--- config.mk ---
export PLATFORM = sky130hd
export DESIGN_NAME = reg_snapshot_reader
export DESIGN_NICKNAME = d
export VERILOG_FILES = /design/src/rtl/reg_snapshot_reader_pkg.sv /design/src/rtl/reg_snapshot_reader_snapshot_buf.sv /design/src/rtl/reg_snapshot_reader.sv
export SDC_FILE = /design/constraint.sdc
export NUM_CORES = 1
export LEC_CHECK = 0
export CAP_MARGIN = 20
export CORE_AREA = 2 2 157 159
export CTS_BUF_LIST = sky130_fd_sc_hd__clkbuf_8
export DETAILED_ROUTE_END_ITERATION = 8
export DIE_AREA = 0 0 159 161
export HOLD_SLACK_MARGIN = 0.06
export SLEW_MARGIN = 20
export SYNTH_ARGS = -nofsm -noshare
export SYNTH_HDL_FRONTEND = slang
export SYNTH_SLANG_ARGS = --single-unit
export TNS_END_PERCENT = 5
--- constraint.sdc ---
create_clock -name clk -period 4.6 [get_ports clk]
set_input_delay 0.46 -clock clk [delete_from_list [all_inputs] [get_ports clk]]
set_output_delay 0.46 -clock clk [all_outputs]
set_load 0.01 [all_outputs]
--- src/rtl/reg_snapshot_reader_pkg.sv ---
// Shared definitions for debug register readers: FSM states, byte geometry
// and the big-endian byte picker used to serialise 32-bit words.
package reg_snapshot_reader_pkg;

  typedef enum logic {
    ST_IDLE = 1'b0,
    ST_SEND = 1'b1
  } state_e;

  localparam int unsigned BYTES_PER_REG = 4;
  localparam int unsigned BYTE_IW       = 2;

  // Byte 0 is the most significant byte of the word.
  function automatic logic [7:0] reg_byte(input logic [31:0] word,
                                          input logic [BYTE_IW-1:0] idx);
    logic [7:0] b;
    case (idx)
      2'd0:    b = word[31:24];
      2'd1:    b = word[23:16];
      2'd2:    b = word[15:8];
      default: b = word[7:0];
    endcase
    return b;
  endfunction

endpackage

--- src/rtl/reg_snapshot_reader_snapshot_buf.sv ---
// NREG x 32 capture store, loaded in one edge, read one byte at a time
// through a (reg_idx, byte_idx) mux.
module snapshot_buf
  import reg_snapshot_reader_pkg::*;
#(
  parameter int unsigned NREG = 4,
  parameter int unsigned IW   = 2
) (
  input  logic                 clk,
  input  logic                 rst,
  input  logic                 load,
  input  logic [NREG*32-1:0]   regs_in,
  input  logic [IW-1:0]        reg_idx,
  input  logic [BYTE_IW-1:0]   byte_idx,
  output logic [7:0]           byte_out
);

  logic [31:0] mem_q [NREG];
  logic [31:0] mem_d [NREG];

  always_comb begin
    for (int unsigned i = 0; i < NREG; i++) begin
      mem_d[i] = load ? regs_in[32*i +: 32] : mem_q[i];
    end
  end

  always_ff @(posedge clk or negedge rst) begin
    if (!rst) begin
      for (int unsigned i = 0; i < NREG; i++) begin
        mem_q[i] <= '0;
      end
    end else begin
      for (int unsigned i = 0; i < NREG; i++) begin
        mem_q[i] <= mem_d[i];
      end
    end
  end

  assign byte_out = reg_byte(mem_q[reg_idx], byte_idx);

endmodule

--- src/rtl/reg_snapshot_reader.sv ---
// Captures NREG 32-bit registers atomically on start and streams them as
// big-endian bytes over a valid/ready handshake, pulsing done at the end.
module reg_snapshot_reader
  import reg_snapshot_reader_pkg::*;
#(
  parameter int unsigned NREG = 4
) (
  input  logic                 clk,
  input  logic                 rst,
  input  logic                 start,
  input  logic [NREG*32-1:0]   regs_in,
  output logic                 busy,
  output logic [7:0]           tx_data,
  output logic                 tx_valid,
  input  logic                 tx_ready,
  output logic                 done
);

  localparam int unsigned IW = (NREG > 1) ? $clog2(NREG) : 1;
  localparam logic [IW-1:0]      LAST_REG  = IW'(NREG - 1);
  localparam logic [BYTE_IW-1:0] LAST_BYTE = BYTE_IW'(BYTES_PER_REG - 1);

  state_e               state_q, state_d;
  logic [IW-1:0]        reg_idx_q, reg_idx_d, nxt_reg_idx;
  logic [BYTE_IW-1:0]   byte_idx_q, byte_idx_d, nxt_byte_idx;
  logic [7:0]           tx_data_q, tx_data_d, buf_byte;
  logic                 done_q, done_d;
  logic                 load;

  // Buffer is addressed with the post-handshake position so the following
  // byte is registered into tx_data on the same edge, leaving no bubble.
  assign nxt_byte_idx = byte_idx_q + 1'b1;
  assign nxt_reg_idx  = (byte_idx_q == LAST_BYTE) ? reg_idx_q + 1'b1 : reg_idx_q;

  snapshot_buf #(
    .NREG (NREG),
    .IW   (IW)
  ) u_buf (
    .clk      (clk),
    .rst      (rst),
    .load     (load),
    .regs_in  (regs_in),
    .reg_idx  (nxt_reg_idx),
    .byte_idx (nxt_byte_idx),
    .byte_out (buf_byte)
  );

  always_comb begin
    state_d    = state_q;
    reg_idx_d  = reg_idx_q;
    byte_idx_d = byte_idx_q;
    tx_data_d  = tx_data_q;
    done_d     = 1'b0;
    load       = 1'b0;
    case (state_q)
      ST_IDLE: begin
        if (start) begin
          // First byte comes straight from regs_in; the buffer fills on the same edge.
          load       = 1'b1;
          state_d    = ST_SEND;
          reg_idx_d  = '0;
          byte_idx_d = '0;
          tx_data_d  = reg_byte(regs_in[31:0], '0);
        end
      end
      ST_SEND: begin
        if (tx_ready) begin
          if (reg_idx_q == LAST_REG && byte_idx_q == LAST_BYTE) begin
            state_d    = ST_IDLE;
            done_d     = 1'b1;
            reg_idx_d  = '0;
            byte_idx_d = '0;
            tx_data_d  = '0;
          end else begin
            reg_idx_d  = nxt_reg_idx;
            byte_idx_d = nxt_byte_idx;
            tx_data_d  = buf_byte;
          end
        end
      end
      default: state_d = ST_IDLE;
    endcase
  end

  always_ff @(posedge clk or negedge rst) begin
    if (!rst) begin
      state_q    <= ST_IDLE;
      reg_idx_q  <= '0;
      byte_idx_q <= '0;
      tx_data_q  <= '0;
      done_q     <= 1'b0;
    end else begin
      state_q    <= state_d;
      reg_idx_q  <= reg_idx_d;
      byte_idx_q <= byte_idx_d;
      tx_data_q  <= tx_data_d;
      done_q     <= done_d;
    end
  end

  assign busy     = (state_q == ST_SEND);
  assign tx_valid = (state_q == ST_SEND);
  assign tx_data  = tx_data_q;
  assign done     = done_q;

endmodule

==> implementation parameters <==
Parameter                              Value

Setup path
  Path depth of the worst reg2reg path    5
  Critical Path Start Type    register
  Top Family by Delay on Critical Path    compound AO/OA/AOI/OAI gates
  Crit-path cells    ha_1 > nand2b_1 > o22ai_1 > o21a_1 > o32a_1
  Crit Path Category    register to register
  R2R Path Start    byte_idx_q[0]
  Kind of end point of the critical path    register
  Buffers and inverters on the worst path    0
  Max stage delay on crit path    around 0.7 ns
  Required time reported for the critical path endpoint    4.95 ns
  Worst reg2reg endpoint    tx_data[5]
  R2r setup slk    roughly 2 ns
  Critical path's slowest cell    sky130_fd_sc_hd__nand2b_1
  Highest net fanout along the worst path    17
  Arrival time of data at the critical path endpoint    just under 3 ns

STA
  Worst rel slew slack    0.385
  Clock period minus worst slack    approximately 2.6 ns
  Setup violations, final    0
  Final TNS setup    0 ns
  RSZ-0062 raised after global routing    false
  Final period util    0.566
  Highest Clock Rate    around 380 MHz
  Measured slew at the worst slew-check pin    between 0.9 and 1 ns
  Final Hold Viols    0
  Fin Clk Skew    approximately 0.018 ns
  Max-slew violation count    0

Cells and area
  Filler Cells Inserted    ~2500
  Most common cell after layout, fill and taps aside    sky130_fd_sc_hd__nand2_1
  Antenna diode count    0
  Area growth from synthesis to final layout    25.6%
  Count of placed standard cells in the final layout, fillers left out    ~1300
  Total number of nets in the final design    1132
  Finished Core Util    0.418
  Commonest non-fill, non-tap cells in the layout    sky130_fd_sc_hd__nand2_1 (391), sky130_fd_sc_hd__dfrtp_1 (141), sky130_fd_sc_hd__clkdlybuf4s50_1 (141), sky130_fd_sc_hd__mux2i_1 (107), sky130_fd_sc_hd__o22ai_1 (34)
  Fraction of layout instances using a drive strength above 1    0.0695
  Final design instance area without fill    around 10000 um^2

Die
  Total Die Area    25600 um^2
  Core ar.    roughly 24000 um^2
  Die boundary height    about 160 um
  I/O pin cnt    approximately 140
  Initial core utilization    0.333
  Std cell rows    57
  Width of the chip    159 um

Yosys
  Cell taking the most area after synthesis    sky130_fd_sc_hd__dfrtp_1
  Multiplexer fraction of the synthesized cell area    0.179
  Netlist area before placement    approximately 8000 um^2
  Number of warnings reported in the yosys synthesis log    0
  Post-synthesis sequential element count    142
  Part of the Yosys area used for sequential elements    0.446
  Compound-Gate Fraction of Synth Area    0.115
  Number of standard cells after synthesis    ~890
  Fraction of the mapped netlist area in simple logic gates    0.201
  Xor-xnor portion of the synthesized cell area    0
  Area share of the largest cell type after synthesis    0.446
  Number of distinct library cells after synthesis    40
  Avg Synthesized Cell Area    a little under 9 um^2
  Net Count, Synth    between 1000 and 1500
  Largest cells by area after synthesis    sky130_fd_sc_hd__dfrtp_1 (45%), sky130_fd_sc_hd__nand2_1 (18%), sky130_fd_sc_hd__mux2i_1 (13%), sky130_fd_sc_hd__o22ai_1 (2.7%), sky130_fd_sc_hd__mux2_2 (2.5%)
  Synth Area in Adders    0.00942
  Asr flop ratio synth    1.00
  Dominant combinational cell family by area after synthesis    simple AND/OR/NAND/NOR gates
  EDFF count, synth    0
  Ys flop type    sky130_fd_sc_hd__dfrtp_1

Global routing
  Vias in the first global route    between 6000 and 7000
  Largest net degree at the start of global routing    around 130
  Global-route total usage across every layer    0.179
  Wire length of the first global-routing pass    35.8 mm
  GRT Residual Overflow    0
  Initial antenna violation count    0

Clock tree
  Number of buffers inserted to repair setup after CTS    0
  Total CTS buffers    17
  H-tree level count    4
  Clock transition at path regs    roughly 0.08 ns
  Clock Path Buffers    2
  PostCTS Resize Cnt    0
  CTS hold repair buffers    0
  # clock sinks    about 140
  Root buffer cell    sky130_fd_sc_hd__clkbuf_8
  TritonCTS clock tree    built
  Latest clock arrival within the worst-skew pair    approximately 0.46 ns

Drt
  DRT Pass-1 Iters    5
  Wirelength, routed    approximately 23 mm
  Final routed DRC violation total    0
  Routed WL per cell    17.0 um
  Number of vias after detailed routing    6609
  Count of antenna-violating nets left after detailed routing    0
  Number of design-rule violations left by the first detailed-router iteration    between 300 and 400
  Mean number of vias per cell    around 5

Placed design
  Routability cong.    roughly 0.9
  Number of port buffers    roughly 140
  Placed instance area    between 9000 and 10000 um^2
  Placed insts    around 1300
  DP HPWL    approximately 16 mm

Pwr
  Ratio of total power to cell area    roughly 650 nW/um^2
  Design Power    6480 uW
  Leak Pwr    roughly 0.0047 uW
  Maximum ir drop on the vdd rail    between 0.0003 and 0.0004 V

Outcome
  Status    finished, final reports clean

Job
  Maxcap violations    0

Min path
  Type of the tightest min-delay check    input port to asynchronous set/reset pin
-- through the flow --
step | setup WS, ns | hold WS [ns]
floorplan | 2.60 | 0.164
global placement | 1.75 | 0.475
detailed placement | 1.71 | 0.478
CTS | 2.01 | 0.138
global route | 1.86 | 0.173
finish | 2.00 | 0.113
-- per-layer routing --
| layer | track usage | share of wire | up-vias | wire (um) |
|---|---|---|---|---|
| li1 | - | - | 3237 | - |
| met1 | 0.250 | 0.47 | 3152 | 10700 |
| met2 | 0.275 | 0.45 | 189 | 10200 |
| met3 | 0.0398 | 0.056 | 31 | 1280 |
| met4 | 0.0603 | 0.022 | 0 | 493 |
| met5 | 0 | 0 | - | 0 |
-- synthesized netlist by cell type (8+ instances only) --
master and instances:
sky130_fd_sc_hd__clkbuf_1 20, sky130_fd_sc_hd__buf_6 10, sky130_fd_sc_hd__buf_2 25, sky130_fd_sc_hd__nand2_1 391
sky130_fd_sc_hd__o21ai_0 12, sky130_fd_sc_hd__a22oi_1 16, sky130_fd_sc_hd__dfrtp_1 142, sky130_fd_sc_hd__mux2_2 18
sky130_fd_sc_hd__mux2i_1 107, sky130_fd_sc_hd__a21oi_1 14, sky130_fd_sc_hd__buf_4 8, sky130_fd_sc_hd__o21a_1 15
sky130_fd_sc_hd__o22ai_1 34
-- report_power, final --
part | switching (uW) | internal (uW) | total, uW
registers | 581 | 1880 | 2460
logic | 1390 | 1360 | 2750
clock network | 509 | 771 | 1280
-- how the worst max path moves through the flow --
| stage | startpoint | end | slack, ns | cells after the start |
|---|---|---|---|---|
| final | byte_idx_q[0] | tx_data[5] | 2.00 | 5 |
| after CTS | byte_idx_q[0] | tx_data[5] | 2.01 | 5 |
| after global placement | start | u_buf.mem_q[120] | 1.75 | 5 |
| after floorplan | reg_idx_q[1] | tx_data[5] | 2.60 | 6 |
| after detailed placement | start | u_buf.mem_q[120] | 1.71 | 5 |
| after global routing | byte_idx_q[0] | tx_data[6] | 1.86 | 5 |
-- flip-flops by register name, indices dropped and copies added (netlist names) --
register and cells:
busy 1, done 1, u_buf.mem_q 128, byte_idx_q 2, tx_data 8, reg_idx_q 2
-- final cells by class --
| type | count | area (um^2) | area share |
|---|---|---|---|
| inverter | 3 | 11.3 | 0.00113 |
| clock inverter | 14 | 264 | 0.0264 |
| tap | 324 | 405 | 0.0405 |
| timing repair buffer | 148 | 1490 | 0.149 |
| multi-input combinational | 682 | 4030 | 0.403 |
| clock buffer | 18 | 248 | 0.0248 |
| sequential | 142 | 3560 | 0.355 |
-- cell families (layout without fill, tap and decap cells) --
group | Yosys count | in the layout
AO/OA/AOI/OAI | 128 | 128
flip-flops | 142 | 142
multiplexers | 136 | 136
adder cells (fa/ha/maj) | 6 | 6
buffers and inverters | 70 | 183
AND/OR/NAND/NOR | 412 | 412
No activity file was read; power rests on OpenSTA's default activity.
